$ cat src/rtl/link_rx_buffer.sv
// ============================================================================
// Module   : link_rx_buffer
// Brief    : 4-phase req/ack link slave feeding a FWFT FIFO with frame tagging.
// Revision : 1.0 - initial release
// ============================================================================
`default_nettype none

module link_rx_buffer #(
    parameter int DATA_W    = 8,
    parameter int DEPTH     = 4,
    parameter int FRAME_LEN = 4
) (
    input  logic                     clk,
    input  logic                     rst,
    input  logic                     req,
    input  logic [DATA_W-1:0]        data_in,
    output logic                     ack,
    output logic [DATA_W-1:0]        out_data,
    output logic                     out_valid,
    input  logic                     out_ready,
    output logic                     out_last,
    output logic                     frame_done,
    output logic [$clog2(DEPTH):0]   count
);

    localparam int c_AW = $clog2(DEPTH);
    localparam int c_CW = c_AW + 1;
    localparam int c_FW = (FRAME_LEN > 1) ? $clog2(FRAME_LEN) : 1;

    localparam logic [c_CW-1:0] c_DEPTH    = c_CW'(DEPTH);
    localparam logic [c_CW-1:0] c_CNT_ONE  = c_CW'(1);
    localparam logic [c_AW-1:0] c_PTR_ONE  = c_AW'(1);
    localparam logic [c_FW-1:0] c_FCNT_ONE = c_FW'(1);
    localparam logic [c_FW-1:0] c_FLAST    = c_FW'(FRAME_LEN - 1);

    typedef enum logic [0:0] {
        S_IDLE = 1'b0,
        S_ACK  = 1'b1
    } state_t;

    state_t             r_state;
    logic               r_ack;
    logic               r_frame_done;
    logic [c_AW-1:0]    r_wr_ptr;
    logic [c_AW-1:0]    r_rd_ptr;
    logic [c_CW-1:0]    r_count;
    logic [c_FW-1:0]    r_fcnt;
    logic [DATA_W-1:0]  r_mem [DEPTH];
    logic               r_tag [DEPTH];

    logic               w_full;
    logic               w_push;
    logic               w_pop;
    logic               w_tag;

    // Push decision uses the pre-edge occupancy, so a pop at full frees the
    // slot only for the following edge.
    assign w_full = (r_count == c_DEPTH);
    assign w_push = (r_state == S_IDLE) && req && !w_full;
    assign w_pop  = out_valid && out_ready;
    assign w_tag  = (r_fcnt == c_FLAST);

    always_ff @(posedge clk or negedge rst) begin
        if (!rst) begin
            r_state      <= S_IDLE;
            r_ack        <= 1'b0;
            r_frame_done <= 1'b0;
            r_wr_ptr     <= '0;
            r_rd_ptr     <= '0;
            r_count      <= '0;
            r_fcnt       <= '0;
        end else begin
            case (r_state)
                S_IDLE: begin
                    if (w_push) begin
                        r_state <= S_ACK;
                        r_ack   <= 1'b1;
                    end
                end
                S_ACK: begin
                    if (!req) begin
                        r_state <= S_IDLE;
                        r_ack   <= 1'b0;
                    end
                end
                default: begin
                    r_state <= S_IDLE;
                    r_ack   <= 1'b0;
                end
            endcase

            if (w_push) begin
                r_wr_ptr <= r_wr_ptr + c_PTR_ONE;
                r_fcnt   <= w_tag ? '0 : (r_fcnt + c_FCNT_ONE);
            end

            if (w_pop) begin
                r_rd_ptr <= r_rd_ptr + c_PTR_ONE;
            end

            case ({w_push, w_pop})
                2'b10:   r_count <= r_count + c_CNT_ONE;
                2'b01:   r_count <= r_count - c_CNT_ONE;
                default: r_count <= r_count;
            endcase

            r_frame_done <= w_pop && out_last;
        end
    end

    // Storage needs no reset: nothing reads it until a push has landed.
    always_ff @(posedge clk) begin
        if (w_push) begin
            r_mem[r_wr_ptr] <= data_in;
            r_tag[r_wr_ptr] <= w_tag;
        end
    end

    assign ack        = r_ack;
    assign frame_done = r_frame_done;
    assign count      = r_count;
    assign out_valid  = (r_count != '0);
    assign out_data   = r_mem[r_rd_ptr];
    assign out_last   = r_tag[r_rd_ptr] & out_valid;

endmodule

`default_nettype wire
$ cat config.mk
export PLATFORM = sky130hd
export DESIGN_NAME = link_rx_buffer
export DESIGN_NICKNAME = d
export VERILOG_FILES = /design/src/rtl/link_rx_buffer.sv
export SDC_FILE = /design/constraint.sdc
export NUM_CORES = 1
export LEC_CHECK = 0
export ABC_AREA = 1
export CORE_MARGIN = 8
export CORE_UTILIZATION = 54
export DETAILED_ROUTE_END_ITERATION = 6
export GPL_TIMING_DRIVEN = 0
export HOLD_SLACK_MARGIN = 0.05
export PLACE_DENSITY = 0.78
export SLEW_MARGIN = 20
export SYNTH_ARGS = -nofsm -noshare
export SYNTH_HDL_FRONTEND = slang
export SYNTH_SLANG_ARGS = --single-unit
$ cat constraint.sdc
create_clock -name clk -period 2.41 [get_ports clk]
set_clock_uncertainty 0.05 [all_clocks]
set_input_delay 0.3615 -clock clk [delete_from_list [all_inputs] [get_ports clk]]
set_output_delay 0.3615 -clock clk [all_outputs]
set_load 0.03 [all_outputs]
-- Yosys cells after proc, flatten, opt, wreduce, memory -nomap -nowiden
Memories as Yosys holds them, arrays and structs flattened.
Cells that the tools add are included.
Widths: inputs -> output; s select.
- bits in registers: 12
- bits in writable memories: 36
- input bits: 12
- logic and storage cells: 39
- memories: 2
- $add $sub $neg: 5
- eq/ne operators: 6
- multiplexer cells: 9
- bitwise gates (word level): 2
- reduce and logical (&&, ||, !) cells: 8
- memory list (name ; depth ; width ; rd ports ; clocked after memory_dff ; write ports ; RTL line ; text):
    r_mem ; 4 ; 8 ; 1 ; 0 ; 1 ; 48 ; logic [DATA_W-1:0] r_mem [DEPTH];
    r_tag ; 4 ; 1 ; 1 ; 0 ; 1 ; 49 ; logic r_tag [DEPTH];
- operators by type and width (kind ; number):
    $add 2x1->2 const B ; 3
    $pmux 3 s2 ; 1
    $mux 1 ; 5
    $eq 2x2->1 const B ; 2
    $logic_and 1x1->1 ; 4
    $ne 2x2->1 const B ; 2
    $pmux 1 s2 ; 2
    $add 3x1->3 const B ; 1
    $eq 3x3->1 const B ; 1
    $reduce_bool 3->1 ; 1
    $sub 3x1->3 const B ; 1
    $eq 2x1->1 const B ; 1
    $mux 2 ; 1
    $reduce_and 2->1 ; 1
    $reduce_bool 2->1 ; 1
    $and 1x1->1 ; 1
    $logic_not 1->1 ; 1
    $not 1->1 ; 1

-- Longest topological paths before layout
- word-level depth: 5
- mapped depth: 12

-- Worst setup path after synthesis
Ideal clock, no wire load.
- path kind: reg2reg
- start point: register r_count[2] (netlist: count[2])
- end point: register r_count[2] (netlist: count[2])
- arrival: 1.866 ns
- data required time: 2.242 ns
- setup slack: 0.376 ns
- cell stages (with the launch flop): 12
- path buffers: 0
- clock period less this slack: 2.034 ns
- path through: dfrtp_1 inv_1 nand3_2 nand2_1 inv_1 ha_1 inv_1 fa_1 nand2_1 nand3_1 nand2_1 nand2_1
- elaborated cells between the ends (all ways): 11
- RTL lines (item ; RTL line ; text):
    start, declared ; 46 ; logic [c_CW-1:0] r_count;
    start signal, assigned ; 102 ; 2'b10: r_count <= r_count + c_CNT_ONE;
    start signal, assigned ; 103 ; 2'b01: r_count <= r_count - c_CNT_ONE;
    start signal, assigned ; 104 ; default: r_count <= r_count;
    $reduce_bool 3->1 (*) ; 122 ; assign out_valid = (r_count != '0);
    net out_valid ; 19 ; output logic out_valid,
    $logic_and 1x1->1 (*) ; 60 ; assign w_pop = out_valid && out_ready;
    net w_pop ; 53 ; logic w_pop;
    $eq 2x1->1 / $eq 2x2->1 (equally long branches) ; 101 ; case ({w_push, w_pop})
    $pmux 3 s2 / $reduce_bool 2->1 (equally long branches) ; -- ;
Mark *: on every way through the listed nets, which the timed path passes. The rest lies on a longest branch.
A chain may end at the register's enable or synchronous reset.

-- Worst setup path after layout
- start point: register r_rd_ptr[1]
- end point: output port out_data[7]
- word-level cells in the longest chain between the ends: 1
- RTL lines (item ; RTL line ; text):
    start, declared ; 45 ; logic [c_AW-1:0] r_rd_ptr;
    start signal, assigned ; 98 ; r_rd_ptr <= r_rd_ptr + c_PTR_ONE;
    $mem_v2 4x8 ; -- ;
    end, declared ; 18 ; output logic [DATA_W-1:0] out_data,
Every way passes these cells.

==> Implementation_results.wiki <==
{| class="wikitable"
! Metric !! Value
|-
| Status || finished clean
|-
| Sum of routed wire length over all layers || 3.84 mm
|-
| Routed WL per cell || 14.8 um
|-
| Floorplan die area || 6050 um2
|-
| CTS clk-pin slew, worst paths || 0.08 ns
|-
| Aggregate global-route resource usage || 0.134
|-
| Number of cell rows || 22
|-
| Total net switching power || 1.34 mW
|-
| Clk Tree Root Cell || clkbuf_8
|-
| Total power per unit cell area || 1350 nW/um2
|-
| Peak supply drop || 0.753 mV
|-
| Highest net fanout along the worst path || 10
|-
| Number of maximum-capacitance constraint violations || 0
|-
| Gate power share || 0.455
|-
| Mean area per synthesized cell || 11.6 um2
|-
| Remaining Overflow, GRT || 0
|-
| Pin count of the biggest net entering global routing || 16
|-
| Switching power as a share of total power || 0.394
|-
| Clock insertion delay at the later pin of the skew report || 0.29 ns
|-
| Number of flops mapped to enable cells by yosys || 36
|-
| Reg2reg path depth || 11
|-
| Most instantiated flip-flop cell in the synthesis netlist || edfxtp_1
|-
| Antenna violations before repair || 0
|-
| Total standard cell area after synthesis || 2060 um2
|-
| Relative slew slack || 0.401
|-
| Kind of end point of the critical path || primary output
|-
| End point of the critical path || out_data[7]
|-
| Buffers from clock root to sink, at most || 2
|-
| Finished Cell Area || 2510 um2
|-
| Top-level port count || 27
|-
| Iteration count of the initial detailed-routing pass || 4
|-
| CP Launch Type || register
|-
| Antenna viol nets, final || 0
|-
| Number of cells produced by synthesis || 178
|-
| Count of routing violations after the opening detailed-route iteration || 101
|-
| Yosys top cell area share || 0.524
|-
| Via count of the first global-routing pass || 1448
|-
| Worst endpoint data arrival time || 1.79 ns
|-
| Vias || 1320
|-
| Final net count || 230
|-
| Filler cell count in the final layout || 269
|-
| Start point of the critical path || r_rd_ptr[1]
|-
| Setup repair after global routing missed its margin || false
|-
| Number of library cell types mapped by synthesis || 23
|-
| Number of clock sinks seen by CTS || 48
|-
| Total core area || 3660 um2
|-
| Static leakage power || 1.05 nW
|-
| R2r endpoint || count[2]
|-
| Sequential fraction of design power || 0.352
|-
| Highest Clock Rate || 0.454 GHz
|-
| Number of endpoints with negative hold slack in the final report || 0
|-
| #FFs+latches synth || 48
|-
| Sequential cell area || 1380 um2
|-
| Num CTS Buffers || 5
|-
| Final cycle utilization of the critical path || 0.913
|-
| Biggest area consumer among synthesized cells || edfxtp_1
|-
| Crit-path slowest cell || dfrtp_1
|-
| Total of warnings raised by yosys || 0
|-
| Share of total power in the clock network || 0.193
|-
| R2R setup slack || 0.44 ns
|-
| Ordered list of cells on the worst path || inv_2 > buf_6 > o21ai_0 > o21ai_1 > dlygate4sd2_1
|-
| Area delta synth->final || 22.0%
|-
| Slew at the pin closest to its max-slew limit || 0.896 ns
|-
| Share of final-layout standard cells stronger than drive strength 1 || 0.113
|-
| Worst hold path class || in -> async
|-
| Cell with the most instances after synthesis || edfxtp_1
|-
| DP Cell Count || 252
|-
| Internal portion of total power || 2.06 mW
|-
| Area of combinational cells with multiple inputs || 548 um2
|-
| CTS Hold Buffers Added || 0
|-
| Cell area reported after detailed placement || 2380 um2
|-
| Global-route wire length before repair || 6.40 mm
|-
| Share of flip-flops with an asynchronous set or reset after synthesis || 0.250
|-
| Die Span X || 77.8 um
|-
| Largest stage delay on the critical path || 0.44 ns
|-
| Worst-case hold slack || 0.382 ns
|-
| Number of diodes || 0
|-
| Detailed placement HPWL || 2.65 mm
|-
| Starting density of the core || 0.563
|-
| Post-CTS setup buffer count || 0
|-
| Total negative slack || 0 ns
|-
| Final std cells w/o fill || 260
|-
| Worst reg2reg startpoint || count[0]
|-
| Most numerous cell types in the synthesized netlist || 36 x edfxtp_1, 28 x nor2_1, 20 x nand2_1
|-
| Height of the chip || 77.8 um
|-
| Top cells by area in the synthesized netlist || edfxtp_1 52%, dfrtp_1 15%, nor2_1 5.1%, o21ai_0 4.4%, ha_1 3.6%
|-
| Residual DRC || 0
|-
| Path type of the worst setup path || reg -> out
|-
| Minimum period implied by the final worst setup slack || 2.20 ns
|-
| Required time of the critical path || 2.00 ns
|-
| Count of input and output buffers || 26
|-
| Number of H-tree levels || 2
|-
| Finished Core Util || 0.687
|-
| Final estimated routing congestion in global placement || 0.765
|-
| Sequential element share of the synthesized area || 0.670
|-
| Clock tree from TritonCTS || built
|-
| Number of nets produced by synthesis || 197
|-
| Setup violation total in the final timing report || 0
|-
| Slew Viols, Final || 0
|-
| Via/cell ratio || 5.08
|}
==> cells in the final DEF (no fill, tap or decap), types with 2 or more instances in the layout <==
master,Yosys,final
clkdlybuf4s50_1,0,17
dlygate4sd2_1,0,6
bufinv_16,0,2
clkbuf_8,0,5
edfxtp_1,36,36
xnor2_1,2,2
nand3_1,6,6
inv_1,19,19
inv_2,4,4
dlymetal6s2s_1,0,3
nand3_2,3,3
a21oi_1,2,2
ha_1,6,6
nand2_1,20,20
o21ai_0,18,18
nor2_1,28,28
dfrtp_1,12,12
o21ai_1,10,10
buf_6,3,3
==> registers in the layout, indices dropped and copies added, names as in the netlist <==
| name | flops |
|---|---|
| frame_done | 1 |
| r_tag | 4 |
| r_mem | 32 |
| ack | 1 |
| r_rd_ptr | 2 |
| r_state | 1 |
| r_fcnt | 2 |
| r_wr_ptr | 2 |
| count | 3 |
==> timing repair <==
item / in CTS / in global routing
pin swaps: 0 / 0
gates resized for setup: 6 / 3
setup endpoints to repair: 6 / 3
==> per-stage QoR <==
stage | worst slack (ns) | power (mW)
4_1_cts | 0.00588 | 3.44
6_report | 0.209 | 3.40
2_1_floorplan | 0.376 | 2.25
3_5_place_dp | -0.0194 | 2.84
3_3_place_gp | 0.0387 | 2.78
5_1_grt | 0.0647 | 3.62
==> worst min-delay path by stage <==
stage	startpoint	to	slack [ns]	cells after the start
after floorplan	rst	ack	0.02	0
final	rst	frame_done	0.38	1
after detailed placement	r_fcnt[1]	r_fcnt[1]	0.42	2
after CTS	rst	frame_done	0.39	1
after global routing	rst	frame_done	0.41	1
after global placement	r_fcnt[1]	r_fcnt[1]	0.41	2
==> power groups by stage <==
stage / registers [mW] / logic (mW) / clock network (mW)
3_5_place_dp: 1.22 / 1.62 / 0
5_1_grt: 1.22 / 1.71 / 0.695
4_1_cts: 1.20 / 1.58 / 0.667
2_1_floorplan: 1.28 / 0.972 / 0
3_3_place_gp: 1.21 / 1.57 / 0
6_report: 1.20 / 1.55 / 0.656
==> cells by family (layout without fill, tap and decap cells) <==
| kind of cell | Yosys count | count (layout) | synth area share |
|---|---|---|---|
| buf+inv | 28 | 62 | 0.0643 |
| simple gates | 62 | 62 | 0.134 |
| fa+ha+maj | 7 | 7 | 0.0461 |
| xor+xnor | 2 | 2 | 0.00850 |
| flops | 48 | 48 | 0.670 |
| compound gates | 31 | 31 | 0.0771 |
==> layer usage <==
metal / share of wire / up-vias / track usage / routed length, um
met4: 0.0089 / 0 / 0.106 / 34
met2: 0.52 / 39 / 0.223 / 2010
met1: 0.40 / 620 / 0.147 / 1540
met3: 0.065 / 2 / 0.0265 / 248
met5: 0 / - / 0 / 0
li1: - / 659 / - / -
==> worst max-delay path: cells and delay by family, from the launching register on <==
family	cells	cell delay, ns
compound gates	2	0.28
flops	1	0.44
buf+inv	3	0.79
==> cell type report <==
| cell class | instances | area share |
|---|---|---|
| Timing Repair Buffer | 26 | 0.103 |
| Inverter | 23 | 0.0343 |
| Clock buffer | 6 | 0.0289 |
| Multi-Input combinational cell | 102 | 0.218 |
| Sequential cell | 48 | 0.549 |
| Tap cell | 48 | 0.0239 |
| Buffer | 5 | 0.0184 |
| Clock inverter | 2 | 0.0239 |
No activity file was read; power rests on OpenSTA's default activity.
